<file path="src/rtl/mem_access_seq_pkg.sv">
`default_nettype none
// ============================================================================
//  Module   : mem_access_seq_pkg
//  Purpose  : Shared definitions for the memory access sequencer. This covers
//             the access size encodings, the FSM state encoding, the width of
//             the read-latency counter, and a size normalisation helper.
//  Ports    : none (package)
//  Revision : 1.0 - initial release
// ============================================================================
package mem_access_seq_pkg;

  // Access size encodings; 2'b11 is treated as a word access.
  localparam logic [1:0] SIZE_BYTE = 2'b00;
  localparam logic [1:0] SIZE_HALF = 2'b01;
  localparam logic [1:0] SIZE_WORD = 2'b10;

  // Sequencer states, kept as plain 2-bit constants for legacy tools.
  typedef logic [1:0] state_t;
  localparam state_t ST_IDLE  = 2'd0;
  localparam state_t ST_READ  = 2'd1;
  localparam state_t ST_WRITE = 2'd2;
  localparam state_t ST_DONE  = 2'd3;

  // Read-latency counter width. It covers MEM_LATENCY up to 7.
  localparam int CNT_W = 3;

  // Fold the reserved encoding 2'b11 onto a word access.
  function automatic logic [1:0] norm_size(input logic [1:0] size);
    return (size == 2'b11) ? SIZE_WORD : size;
  endfunction

endpackage
`default_nettype wire

</file>
<file path="src/rtl/mem_access_seq_ls.sv">
`default_nettype none
// ============================================================================
//  Module   : mem_access_seq_ls
//  Purpose  : Load-size unit. It zero-extends the selected low byte or
//             halfword of a memory word, or passes the whole word through.
//  Ports    : ls_control  in  2   access size (SIZE_*)
//             mdr         in  32  memory data word
//             load_data   out 32  zero-extended load result
//  Revision : 1.0 - initial release
// ============================================================================
module mem_access_seq_ls
  import mem_access_seq_pkg::*;
(
  input  logic [1:0]  ls_control,
  input  logic [31:0] mdr,
  output logic [31:0] load_data
);

  always_comb begin
    load_data = mdr;
    case (ls_control)
      SIZE_BYTE: load_data = {24'h0, mdr[7:0]};
      SIZE_HALF: load_data = {16'h0, mdr[15:0]};
      default:   load_data = mdr;
    endcase
  end

endmodule
`default_nettype wire

</file>
<file path="src/rtl/mem_access_seq_ss.sv">
`default_nettype none
// ============================================================================
//  Module   : mem_access_seq_ss
//  Purpose  : Store-size unit. It merges the low byte or halfword of the
//             store operand into the existing memory word. Word stores pass
//             the operand through unchanged.
//  Ports    : ss_control  in  2   access size (SIZE_*)
//             mdr         in  32  existing memory word
//             b           in  32  store operand (RegB)
//             merged      out 32  word to write back
//  Revision : 1.0 - initial release
// ============================================================================
module mem_access_seq_ss
  import mem_access_seq_pkg::*;
(
  input  logic [1:0]  ss_control,
  input  logic [31:0] mdr,
  input  logic [31:0] b,
  output logic [31:0] merged
);

  always_comb begin
    merged = b;
    case (ss_control)
      SIZE_BYTE: merged = {mdr[31:8],  b[7:0]};
      SIZE_HALF: merged = {mdr[31:16], b[15:0]};
      default:   merged = b;
    endcase
  end

endmodule
`default_nettype wire

</file>
<file path="src/rtl/mem_access_seq.sv">
`default_nettype none
// ============================================================================
//  Module   : mem_access_seq
//  Purpose  : Memory-side access sequencer. It accepts one load or store
//             request and runs the corresponding memory transaction:
//               load           : READ -> DONE
//               sub-word store : READ -> WRITE -> DONE (read-merge-write)
//               word store     : WRITE -> DONE (no read)
//  Ports    : clk         in  1   clock, rising edge
//             reset       in  1   asynchronous active-low reset
//             Start       in  1   request strobe, sampled only in IDLE
//             IsStore     in  1   1 = store, 0 = load
//             Size        in  2   00 byte, 01 half, 10/11 word
//             Address     in  32  word address
//             StoreData   in  32  store operand (RegB)
//             MemDataIn   in  32  memory read data
//             MemAddr     out 32  latched request address
//             MemWr       out 1   memory write enable
//             MemDataOut  out 32  registered write data
//             LoadData    out 32  zero-extended load result
//             Busy        out 1   high outside IDLE
//             Done        out 1   one-cycle completion pulse
//  Revision : 1.0 - initial release
// ============================================================================
module mem_access_seq
  import mem_access_seq_pkg::*;
#(
  parameter int MEM_LATENCY = 1
) (
  input  logic        clk,
  input  logic        reset,
  input  logic        Start,
  input  logic        IsStore,
  input  logic [1:0]  Size,
  input  logic [31:0] Address,
  input  logic [31:0] StoreData,
  input  logic [31:0] MemDataIn,
  output logic [31:0] MemAddr,
  output logic        MemWr,
  output logic [31:0] MemDataOut,
  output logic [31:0] LoadData,
  output logic        Busy,
  output logic        Done
);

  localparam logic [CNT_W-1:0] CNT_LAST = CNT_W'(MEM_LATENCY - 1);

  state_t             state;
  logic [CNT_W-1:0]   cnt;
  logic [31:0]        mdr;
  logic               is_store;
  logic [1:0]         size;
  logic [31:0]        store_data;

  logic               read_last;
  logic               start_word_store;
  logic [31:0]        mdr_next;
  logic [31:0]        extract;
  logic [31:0]        merge;

  assign read_last        = (state == ST_READ) && (cnt == CNT_LAST);
  assign start_word_store = IsStore && (norm_size(Size) == SIZE_WORD);

  // The load result and write-back word are registered on the same edge that
  // captures MDR. The size units therefore see the value MDR is about to
  // take, not its current contents.
  assign mdr_next = read_last ? MemDataIn : mdr;

  mem_access_seq_ls u_ls (
    .ls_control (size),
    .mdr        (mdr_next),
    .load_data  (extract)
  );

  mem_access_seq_ss u_ss (
    .ss_control (size),
    .mdr        (mdr_next),
    .b          (store_data),
    .merged     (merge)
  );

  always_ff @(posedge clk or negedge reset) begin
    if (!reset) begin
      state      <= ST_IDLE;
      cnt        <= '0;
      mdr        <= '0;
      is_store   <= 1'b0;
      size       <= SIZE_BYTE;
      store_data <= '0;
      MemAddr    <= '0;
      MemDataOut <= '0;
      LoadData   <= '0;
    end else begin
      case (state)
        ST_IDLE: begin
          if (Start) begin
            is_store   <= IsStore;
            size       <= norm_size(Size);
            MemAddr    <= Address;
            store_data <= StoreData;
            cnt        <= '0;
            if (start_word_store) begin
              // A full-word store needs no read, so the operand goes straight out.
              MemDataOut <= StoreData;
              state      <= ST_WRITE;
            end else begin
              state      <= ST_READ;
            end
          end
        end
        ST_READ: begin
          cnt <= cnt + 1'b1;
          if (read_last) begin
            mdr <= MemDataIn;
            if (is_store) begin
              MemDataOut <= merge;
              state      <= ST_WRITE;
            end else begin
              LoadData   <= extract;
              state      <= ST_DONE;
            end
          end
        end
        ST_WRITE: state <= ST_DONE;
        default:  state <= ST_IDLE;
      endcase
    end
  end

  // Decoded from the state register, so an async reset drops these at once.
  assign MemWr = (state == ST_WRITE);
  assign Done  = (state == ST_DONE);
  assign Busy  = (state != ST_IDLE);

endmodule
`default_nettype wire

</file>
<file path="config.mk">
export PLATFORM = sky130hd
export DESIGN_NAME = mem_access_seq
export DESIGN_NICKNAME = d
export VERILOG_FILES = /design/src/rtl/mem_access_seq_pkg.sv /design/src/rtl/mem_access_seq_ls.sv /design/src/rtl/mem_access_seq_ss.sv /design/src/rtl/mem_access_seq.sv
export SDC_FILE = /design/constraint.sdc
export NUM_CORES = 1
export LEC_CHECK = 0
export ABC_AREA = 1
export ABC_CLOCK_PERIOD_IN_PS = 2300
export CELL_PAD_IN_SITES_DETAIL_PLACEMENT = 1
export CELL_PAD_IN_SITES_GLOBAL_PLACEMENT = 1
export CORE_MARGIN = 2
export CORE_UTILIZATION = 33
export DETAILED_ROUTE_END_ITERATION = 8
export MAX_ROUTING_LAYER = met4
export PLACE_DENSITY = 0.77
export SETUP_SLACK_MARGIN = 0.5
export SLEW_MARGIN = 20
export SYNTH_ARGS = -nofsm -noshare
export SYNTH_HDL_FRONTEND = slang
export SYNTH_SLANG_ARGS = --single-unit
</file>
<file path="constraint.sdc">
create_clock -name clk -period 2.3 [get_ports clk]
set_clock_uncertainty 0.2 [all_clocks]
set_input_delay 0.46 -clock clk [delete_from_list [all_inputs] [get_ports clk]]
set_output_delay 0.46 -clock clk [all_outputs]
set_load 0.005 [all_outputs]
</file>
After elaboration in Yosys (flattened, before gate mapping). Index checks and enable logic that the tools add are counted.

Bits of input ports: 102. Flip-flop bits (word level): 136. Output and inout port bits: 99. Logic and storage cells: 47.

Eq/ne operators: 10. Multiplexer cells: 15. Reductions and logical operators: 12. Bitwise operators: 1. Add/subtract/negate cells: 1.

Operators by type and width (count): one-hot mux 32 bit (2 select lines) (3); 2-to-1 mux 32 bit (4); == test 2 bit (second input constant) (4); 2-to-1 mux 2 bit (4); inequality test 2 bit (second input constant) (4); one-hot mux 2 bit (3 select lines) (1); one-hot mux 3 bit (2 select lines) (1); AND reduction 2 bit (3); AND reduction 5 bit (1); == test 2 x 1 -> 1 bit (second input constant) (2); logical NOT 2 bit (2); nonzero test 2 bit (2); adder 3 x 1 -> 3 bit (second input constant) (1); logical NOT 3 bit (1); 2-to-1 mux 3 bit (1); AND reduction 3 bit (1); logical AND 1 bit (2); 2-to-1 mux 1 bit (1); NOT 1 bit (1).

Depth between registers and ports, before layout. Gate-level depths: netlist of run 1.

Word-level depth: 7. Gate-level depth with buffers: 10. Depth with buffers taken out: 9.

By module. Synthesis of run 1 repeated with hierarchy kept, for this count alone.

Cells, all modules: 1029. Area, all modules: 8032.7 µm².

Modules (own cells, without submodules): mem_access_seq (times used 1, area an instance 7352.1 µm², seq. area each 4204.0 µm², cells each 885); mem_access_seq_ss (times used 1, area an instance 386.6 µm², seq. area each 0.0 µm², cells each 85); mem_access_seq_ls (times used 1, area an instance 294.0 µm², seq. area each 0.0 µm², cells each 59).

Worst setup path after synthesis of run 1. No wires, ideal clock.

Path kind: register -> register. From: register state[1]. To: register MemDataOut[0]. Setup slack: 0.645 ns. Cell stages (with the launch flop): 10. Required time: 1.977 ns. Buffers on the path: 2. Clock period less this slack: 1.655 ns. Data arrival time: 1.332 ns. Cell sequence: dfrtp_1 inv_1 ha_1 buf_4 nand2_1 nand2_1 nand2_2 clkbuf_1 o21ai_0 nand2_1.

Longest elaborated chain between the ends: 4. Elaborated cells between the ends (all ways): 10. Classes of those cells: eq/ne: 5; mux: 1; reduce/logical: 4.

Ends and longest elaborated chain: start, declared (line mem_access_seq.sv:48) `state_t state;`; start signal, assigned (line mem_access_seq.sv:84) `state <= ST_IDLE;`; start signal, assigned (line mem_access_seq.sv:105) `state <= ST_WRITE;`; start signal, assigned (line mem_access_seq.sv:107) `state <= ST_READ;`; == test 2 x 1 -> 1 bit (line mem_access_seq.sv:61, mem_access_seq.sv:94); logical AND 1 bit (line mem_access_seq.sv:61) `assign read_last = (state == ST_READ) && (cnt == CNT_LAST);`; inequality test 2 bit (no source line); AND reduction 5 bit (no source line); end signal, assigned (line mem_access_seq.sv:104) `MemDataOut <= StoreData;`; end signal, assigned (line mem_access_seq.sv:116) `MemDataOut <= merge;`; end, declared (line mem_access_seq.sv:40) `output logic [31:0] MemDataOut,`.

Several ways; a longest one is shown, not always the timed one. A chain may end at the register's enable or synchronous reset.

Worst setup path after layout of run 1.
From: register state[0]. To: register MemDataOut[3].

Same word-level chain as after synthesis.

==> flow_metrics.py, run 1 <==
metrics = {
    "run_status": {
        "status": "complete, no violations",
    },
    "synth": {
        "synthArstFlopShare_pct": 100.0,
        "synth_top_cell_area_share_pct": 56.20,
        "syn_nets": 864,
        "yosysSeqAreaShare_pct": 56.20,
        "ys.flop_type": "dfrtp_1",
        "synth_edf_count": 0,
        "synthCells": 756,
        "synth.most_common_cell": "nand2_1",
        "synth_common_cells": "nand2_1 (367), dfrtp_1 (136), o21ai_0 (79)",
        "yosys-top-cells-area": "dfrtp_1 (56%), nand2_1 (23%), o21ai_0 (6.5%), nand3_1 (3.0%), inv_1 (2.8%)",
        "yosysWarnings": 0,
        "ys_types": 19,
        "yosysTopAreaCell": "dfrtp_1",
        "syn_area_per_cell_um2": 8.010,
        "netlist_area_um2": 6056,
        "synth-seq-cells": 136,
    },
    "layout": {
        "final_core_util_pct": 53.44,
        "fin_nets": 1098,
        "drive_gt1_share_pct": 13.70,
        "final-seq-area_um2": 3403,
        "num-fill-cells": 2106,
        "syn_to_final_growth_pct": 58.51,
        "multi_input_area_um2": 2529,
        "final_area_um2": 9599,
    },
    "sta": {
        "fin_setup_tns_ps": 0,
        "worstMarginPinSlew_ps": 525.2,
        "worst_slack_ps": 302.9,
        "setup_viol_count_final": 0,
        "period_share_pct": 86.83,
        "slew_violations": 0,
        "final-hold-violation-count": 0,
        "min_period_ps": 1997,
        "timing.fmax_mhz": 500.7,
        "rsz0062_at_grt": "true",
        "slew_headroom_pct": 64.86,
    },
    "clock_tree": {
        "clk-insertion-delay-late_ps": 420,
        "cts_tree": "built",
        "cts_buffers": 17,
        "clock_tree.buffer_depth": 2,
        "cts.sinks": 136,
        "cts_root_buf": "clkbuf_16",
        "htreeDepth": 4,
        "path_clk_slew_ps": 60,
    },
    "global_routing": {
        "grt_pass1_wl_um": 33940,
        "overflow": 0,
        "grt_pass1_vias": 6168,
        "grt_antenna_before_repair": 1,
        "grt_max_degree": 58,
        "grt.total_usage_pct": 22.82,
    },
    "run": {
        "maxCapViolations": 0,
    },
    "min_path": {
        "hold_path.class": "flop to flop",
    },
    "routing": {
        "wl_per_cell_um": 17.80,
        "drc": 0,
        "ant_nets": 0,
        "routed-via-count": 5791,
        "via_per_inst": 4.708,
        "drt-total-wl_um": 21900,
        "first_iter_violations": 244,
        "firstDrtPassIters": 4,
    },
    "critical_path": {
        "cp_slowest_stage_delay_ps": 410,
        "startpoint_type": "flop",
        "cpMaxStageDelayCell": "dfrtp_1",
        "arrival_ps": 2090,
        "critPathKind": "flop to flop",
        "crit_required_ps": 2390,
        "cp_cell_sequence": "inv_2 -> buf_6 -> ha_4 -> buf_6 -> nand3_4 -> nand2_4 -> nand2_4 -> buf_6 -> buf_12 -> o21ai_0 -> nand2_1",
        "worstPathMaxFanout": 13,
        "endpoint_kind": "flop",
        "path_common_cell": "buf_6",
    },
    "placement": {
        "portBuffers": 200,
        "dp_hpwl_um": 13480,
        "postPlaceCellArea_um2": 8358,
        "pre_cts_ws_ps": 191.7,
        "place_congestion": 0.8002,
    },
    "power_and_ir_drop": {
        "cellLeakagePower_nw": 5.030,
        "power.density_nw_per_um2": 1390,
        "p_total_mw": 13.35,
        "peakVddDrop_v": 0.0006845,
    },
    "floorplan": {
        "fp.dieH_um": 139.5,
        "die_w_um": 139.5,
        "die_area_um2": 19450,
        "ioPinCount": 201,
        "core_area_um2": 17960,
        "start_util_pct": 33.71,
        "rows": 49,
    },
}
==> area by class of cell <==
type	count	share of cell area, %
Clock inverter	3	0.4171
Inverter	47	1.994
Timing Repair Buffer	256	27.48
Antenna cell	1	0.02607
Clock buffer	26	5.305
Sequential cell	136	35.45
Tap cell	229	2.985
Multi-Input combinational cell	532	26.34
==> cells by family (layout without fill, tap and decap cells) <==
kind of cell             after synthesis  count (layout)  synth area share (%)
other                                  0               1                     0
AO/OA/AOI/OAI                         98              98                 8.430
adder cells (fa/ha/maj)                6               6                 1.240
flip-flops                           136             136                 56.20
AND/OR/NAND/NOR                      428             428                 27.62
buffers and inverters                 88             332                 6.508
==> cells in the final DEF, fill, tap and decap left out, drive strengths merged <==
master / Yosys / final
a21oi: 2 / 2
buf: 28 / 54
bufbuf: 0 / 2
bufinv: 0 / 1
clkbuf: 13 / 29
clkdlybuf4s15: 0 / 2
clkdlybuf4s50: 0 / 100
clkinv: 0 / 2
dfrtp: 136 / 136
diode: 0 / 1
dlygate4sd2: 0 / 94
dlygate4sd3: 0 / 1
ha: 6 / 6
inv: 47 / 47
nand2: 370 / 370
nand3: 36 / 36
nand3b: 1 / 1
nor2: 21 / 21
o21ai: 88 / 88
o21bai: 8 / 8
==> critical path: cells and delay by family (launching register included) <==
kind                     cells  cell delay (ps)
adder cells (fa/ha/maj)      1              160
AND/OR/NAND/NOR              4              320
buffers and inverters        5              560
flip-flops                   1              410
AO/OA/AOI/OAI                1              220
==> worst paths after layout <==
| check | startpoint | end | slack (ps) | cells past startpoint |
|---|---|---|---|---|
| max in group asynchronous | reset | LoadData[28] | 950 | 3 |
| worst min-delay path | LoadData[7] | LoadData[7] | 270 | 2 |
| worst min register to register | LoadData[7] | LoadData[7] | 270 | 2 |
| min in group asynchronous | reset | MemDataOut[10] | 310 | 2 |
| worst max-delay path | state[0] | MemDataOut[3] | 300 | 11 |
| worst max register to register | state[0] | MemDataOut[3] | 300 | 11 |
==> sequential cells by signal (all words and copies together), names as in the netlist <==
signal and cells:
store_data 32, cnt 3, LoadData 32, MemAddr 32, is_store 1, size 2, state 2, MemDataOut 32
==> metrics by stage <==
step	hold slack, ps	cells
after floorplan	-35.59	756
after global placement	180.5	1164
after detailed placement	176.7	1164
after CTS	269.4	1222
after global routing	282.6	1230
final	266.6	1230
==> repair_timing <==
action / 4_1_cts / 5_1_grt
buffers inserted: 23 / 5
gates cloned: 5 / 2
endpoints found under the setup margin: 232 / 135
gates resized for setup: 169 / 53
hold buffers: 1 / 0
endpoints found under the hold margin: 29 / 0
pin swaps: 13 / 11
==> report_power, final <==
group	switching, mW	internal (mW)	total, mW
clock network	0.999	1.61	2.61
logic	3.58	3.04	6.62
registers	0.593	3.53	4.12
total	5.17	8.18	13.3
==> metal layers <==
layer  vias up  GRT usage [%]  part of all wire (%)
met5         -              -                     0
met3        24          5.127                   5.8
li1       2825              -                     -
met1      2782          28.66                    43
met4         0          6.592                   2.0
met2       160          37.13                    49
Note: power is estimated with default switching activity, not from simulation.
==> run 2: changes to the inputs <==
--- a/config.mk
+++ b/config.mk
@@ -9,7 +9,6 @@
 export ABC_CLOCK_PERIOD_IN_PS = 2300
 export CELL_PAD_IN_SITES_DETAIL_PLACEMENT = 1
 export CELL_PAD_IN_SITES_GLOBAL_PLACEMENT = 1
-export CORE_MARGIN = 2
 export CORE_UTILIZATION = 33
 export DETAILED_ROUTE_END_ITERATION = 8
 export MAX_ROUTING_LAYER = met4
==> run 2 against run 1 <==
Against the previous run:
- sequential power barely moved
- flip-flop and latch count did not move
- maximum frequency rose by 3.7%
- critical path type unchanged
- via count fell by 0.28%
- wire length fell by 5.5%
- worst setup slack improved by 71 ps
==> flow_metrics.py, run 2 (synthesis gave the netlist of run 1 again) <==
metrics = {
    "routing": {
        "routed-via-count": 5775,
        "wl_per_cell_um": 16.93,
        "first_iter_violations": 266,
        "drt-total-wl_um": 20690,
        "drc": 0,
        "firstDrtPassIters": 4,
        "via_per_inst": 4.726,
        "ant_nets": 0,
    },
    "critical_path": {
        "arrival_ps": 2090,
        "endpoint_kind": "flop",
        "crit_required_ps": 2460,
        "critPathKind": "flop to flop",
        "worstPathMaxFanout": 8,
        "startpoint_type": "flop",
    },
    "sta": {
        "setup_viol_count_final": 0,
        "worstMarginPinSlew_ps": 506.0,
        "final-hold-violation-count": 0,
        "min_period_ps": 1926,
        "holdWs_ps": 266.4,
        "timing.fmax_mhz": 519.2,
        "slew_headroom_pct": 66.26,
        "slew_violations": 0,
        "fin_setup_tns_ps": 0,
        "period_share_pct": 83.73,
        "rsz0062_at_grt": "true",
    },
    "global_routing": {
        "grt_antenna_before_repair": 0,
        "grt_pass1_vias": 5820,
        "grt_pass1_wl_um": 30440,
        "overflow": 0,
        "grt_max_degree": 68,
        "grt.total_usage_pct": 21.73,
    },
    "layout": {
        "fin_nets": 1088,
        "drive_gt1_share_pct": 12.39,
        "final_cells": 1222,
        "layout_common_cells": "nand2_1 (340), dfrtp_1 (136), clkdlybuf4s50_1 (100)",
        "num-fill-cells": 2087,
        "antenna_cells": 0,
        "mostFrequentLayoutCell": "nand2_1",
        "syn_to_final_growth_pct": 56.61,
    },
    "clock_tree": {
        "htreeDepth": 4,
        "cts_root_buf": "clkbuf_16",
        "cts_tree": "built",
        "clock_tree.buffer_depth": 2,
        "clk-insertion-delay-late_ps": 420,
        "cts_buffers": 17,
        "path_clk_slew_ps": 60,
        "cts.sinks": 136,
    },
    "placement": {
        "portBuffers": 200,
        "dp.cells": 1163,
        "place_congestion": 0.7954,
        "dp_hpwl_um": 12880,
    },
    "power_and_ir_drop": {
        "power.density_nw_per_um2": 1408,
        "peakVddDrop_v": 0.0006581,
        "cellLeakagePower_nw": 4.960,
        "p_total_mw": 13.36,
    },
    "floorplan": {
        "die_w_um": 137.5,
        "rows": 49,
        "core_area_um2": 17960,
        "die_area_um2": 18900,
        "start_util_pct": 33.71,
        "ioPinCount": 201,
        "fp.dieH_um": 137.5,
    },
    "run_status": {
        "status": "complete, no violations",
    },
    "run": {
        "maxCapViolations": 0,
    },
    "min_path": {
        "hold_path.class": "flop to flop",
    },
}
[run 2: changes by cell type in the layout (fill, tap and decap cells not counted), sizes merged]
cell / before / now
buf: 54 / 44
bufinv: 1 / 7
clkbuf: 29 / 25
bufbuf: 2 / 0
clkinv: 2 / 4
clkdlybuf4s15: 2 / 1
clkinvlp: 0 / 1
diode: 1 / 0
dlygate4sd2: 94 / 95
[run 2: report_power, final]
part           switching, mW  internal [mW]
clock                   1.08           2.20
sequential             0.592           3.52
combinational           3.31           2.65
total                   4.98           8.38
[run 2: timing repair]
item,CTS,global route
hold buffers,1,0
setup buffers,13,7
cloned,0,6
gates resized for setup,121,57
endpoints found under the hold margin,46,0
setup endpoints to repair,168,104
pin swaps,1,11
[run 2: final cells by class]
type                    instances  area [um2]  area share, %
repair buffers                246        2462          25.96
well taps                     229       286.5          3.021
multi-input cells             532        2444          25.77
clock inverters                12       245.2          2.586
clock buffers                  20       456.7          4.815
inverters                      47       186.4          1.966
flip-flops and latches        136        3403          35.88
[run 2: worst max-delay path: stages (launching register included)]
cell	delay (ps)
dfrtp_1	410
inv_2	100
ha_4	150
buf_6	120
nand3_4	90
nand2_4	100
nand2_4	80
nor2_4	250
clkbuf_16	230
nand2_2	60
nand2_1	60
[run 2: layer usage]
metal  routed length, um  global-route usage [%]
met5                   0                       -
met4                 218                   6.044
met3                1326                   6.549
met2               10110                   34.31
met1                9031                   26.86
[run 2: final timing paths]
check	start	to	slack (ps)	cells after the start
worst max register to register	state[0]	MemDataOut[12]	370	10
worst min-delay path	LoadData[6]	LoadData[6]	270	2
max in group asynchronous	reset	LoadData[18]	940	3
worst max-delay path	state[0]	MemDataOut[12]	370	10
min in group asynchronous	reset	MemAddr[4]	360	2
worst min register to register	LoadData[6]	LoadData[6]	270	2
[run 2: per-stage QoR]
stage / instance area (um2) / worst slack, ps / utilization (%)
after detailed placement: 8363 / 146.3 / 46.56
after floorplan: 6056 / 644.9 / -
after global routing: 9484 / 316.1 / 52.80
final: 9484 / 374.1 / 52.80
after CTS: 9111 / 289.0 / 50.72
after global placement: 8363 / 229.9 / 46.56
==> run 3: changes to the inputs <==
--- a/config.mk
+++ b/config.mk
@@ -6,13 +6,13 @@
 export NUM_CORES = 1
 export LEC_CHECK = 0
 export ABC_AREA = 1
-export ABC_CLOCK_PERIOD_IN_PS = 2300
+export ABC_CLOCK_PERIOD_IN_PS = 1500
 export CELL_PAD_IN_SITES_DETAIL_PLACEMENT = 1
 export CELL_PAD_IN_SITES_GLOBAL_PLACEMENT = 1
-export CORE_UTILIZATION = 33
+export CORE_UTILIZATION = 30
 export DETAILED_ROUTE_END_ITERATION = 8
 export MAX_ROUTING_LAYER = met4
-export PLACE_DENSITY = 0.77
+export PLACE_DENSITY = 0.74
 export SETUP_SLACK_MARGIN = 0.5
 export SLEW_MARGIN = 20
 export SYNTH_ARGS = -nofsm -noshare
==> constraint.sdc (replaced) <==
create_clock -name clk -period 1.5 [get_ports clk]
set_clock_uncertainty 0.2 [all_clocks]
set_input_delay 0.3 -clock clk [delete_from_list [all_inputs] [get_ports clk]]
set_output_delay 0.3 -clock clk [all_outputs]
set_load 0.005 [all_outputs]
==> run 3 against run 2 <==
Against the previous run:
- clock power rose by 30%
- sequential share of layout area fell by 6.1 points
- the run now ends with negative hold slack, negative setup slack left
- die area rose by 9.8%
- final area rose by 20%
- highest routed layer unchanged
==> flow_metrics.py, run 3 (synthesis gave the netlist of run 1 again) <==
metrics = {
    "run_status": {
        "status": "complete, but fails checks",
        "violations": "negative hold slack, negative setup slack",
    },
    "layout": {
        "syn_to_final_growth_pct": 88.51,
        "layout_common_cells": "nand2_1 (204), dfrtp_1 (136), buf_4 (111)",
        "multi_input_area_um2": 3228,
        "mostFrequentLayoutCell": "nand2_1",
        "num-fill-cells": 2240,
        "fin_nets": 1219,
        "drive_gt1_share_pct": 46.98,
        "final-seq-area_um2": 3403,
        "final_core_util_pct": 58.09,
    },
    "placement": {
        "place_congestion": 0.7747,
        "portBuffers": 200,
        "pre_cts_ws_ps": -354.4,
        "dp_hpwl_um": 14550,
    },
    "sta": {
        "rsz0062_at_grt": "true",
        "worstMarginPinSlew_ps": 360.1,
        "slew_headroom_pct": 75.99,
        "final-hold-violation-count": 136,
        "holdWs_ps": -435.2,
        "slew_violations": 0,
        "period_share_pct": 126.9,
        "setup_viol_count_final": 139,
        "min_period_ps": 1903,
        "timing.fmax_mhz": 525.4,
        "worst_slack_ps": -403.4,
    },
    "global_routing": {
        "grt_pass1_wl_um": 38770,
        "grt.total_usage_pct": 25.65,
        "grt_antenna_before_repair": 1,
        "grt_pass1_vias": 7074,
        "overflow": 0,
        "grt_max_degree": 34,
    },
    "min_path": {
        "hold_path.class": "input pin to asynchronous set/reset pin",
    },
    "clock_tree": {
        "cts.sinks": 136,
        "clk-insertion-delay-late_ps": 420,
        "cts_tree": "built",
        "path_clk_slew_ps": 60,
        "cts_buffers": 17,
        "cts_root_buf": "clkbuf_16",
        "clock_tree.buffer_depth": 2,
        "htreeDepth": 4,
    },
    "critical_path": {
        "startpoint_type": "flop",
        "arrival_ps": 2010,
        "worstPathMaxFanout": 8,
        "rr_endpoint": "LoadData[19]",
        "r2r_cells": 10,
        "endpoint_kind": "flop",
        "worst-path-buf-inv": 5,
        "path_delay_family": "buffers and inverters",
        "cp_slowest_stage_delay_ps": 410,
        "r2r_slack_ps": -400,
        "rr_startpoint": "state[1]",
        "crit_required_ps": 1610,
        "cpMaxStageDelayCell": "dfrtp_1",
        "critPathKind": "flop to flop",
        "cp_cell_sequence": "inv_2 -> buf_6 -> ha_4 -> nand2_4 -> nor2_4 -> buf_12 -> buf_12 -> inv_12 -> nand2_2 -> nand2_2",
    },
    "floorplan": {
        "die_area_um2": 20760,
        "die_w_um": 144.1,
        "fp.dieH_um": 144.1,
        "ioPinCount": 201,
        "rows": 51,
        "start_util_pct": 30.81,
        "core_area_um2": 19650,
    },
    "routing": {
        "ant_nets": 0,
        "via_per_inst": 4.697,
        "drt-total-wl_um": 26660,
        "routed-via-count": 6533,
        "firstDrtPassIters": 4,
        "first_iter_violations": 248,
        "wl_per_cell_um": 19.17,
        "drc": 0,
    },
    "power_and_ir_drop": {
        "peakVddDrop_v": 0.001149,
        "cellLeakagePower_nw": 5.776,
        "power.density_nw_per_um2": 2200,
    },
    "run": {
        "maxCapViolations": 0,
    },
}
## run 3: changes by cell type in the layout (fill, tap and decap cells not counted), moves of 20 or more
cell / before / now
buf_4: 26 / 111
dlygate4sd2_1: 95 / 0
buf_2: 0 / 94
o21ai_2: 0 / 20
nand2_2: 20 / 105
nand2_4: 10 / 59
nand2_1: 340 / 204
o21ai_0: 74 / 35
## run 3: worst max path at each step
stage             start              to  cells past startpoint
3_5_place_dp    Size[1]  MemDataOut[23]                      7
3_3_place_gp    IsStore   MemDataOut[1]                      7
6_report       state[1]    LoadData[19]                     10
2_1_floorplan  state[1]  MemDataOut[18]                      9
4_1_cts        state[1]     LoadData[1]                     10
5_1_grt        state[1]    LoadData[19]                     10
## run 3: final cells by class
class	instances	area share, %
clock buffers	17	3.726
well taps	265	2.904
diodes	2	0.04384
multi-input cells	532	28.28
repair buffers	373	31.38
flip-flops and latches	136	29.81
inverters	47	1.819
repair inverters	4	0.5590
clock inverters	15	1.480
## run 3: where the power goes
part	internal (mW)	switching, mW	total, mW
clock	2.48	1.80	4.28
sequential	5.41	1.19	6.60
combinational	7.11	7.13	14.2
total	15.0	10.1	25.1
## run 3: repair_timing
action / 4_1_cts / 5_1_grt
hold endpoints to repair: 136 / 136
gates cloned: 19 / 1
gates resized for setup: 627 / 142
endpoints found under the setup margin: 235 / 235
setup buffers: 51 / 51
pin swaps: 55 / 18
## run 3: routing by layer
| metal | wire [um] | up-vias | global-route usage, % |
|---|---|---|---|
| li1 | - | 3075 | - |
| met1 | 10280 | 3263 | 28.26 |
| met2 | 14640 | 160 | 45.44 |
| met3 | 1134 | 35 | 4.868 |
| met4 | 606 | 0 | 10.25 |
| met5 | 0 | - | - |
## run 3: metrics by stage
stage	TNS, ps	power (mW)	instance area, um2	instances	hold WS, ps
after floorplan	-7191	10.65	6175	756	-195.6
after CTS	-32720	22.42	10460	1337	-423.9
after detailed placement	-34310	15.83	8808	1235	28.88
after global placement	-30230	15.44	8808	1235	21.01
after global routing	-48810	26.63	11410	1390	-419.9
final	-41160	25.11	11420	1391	-435.2
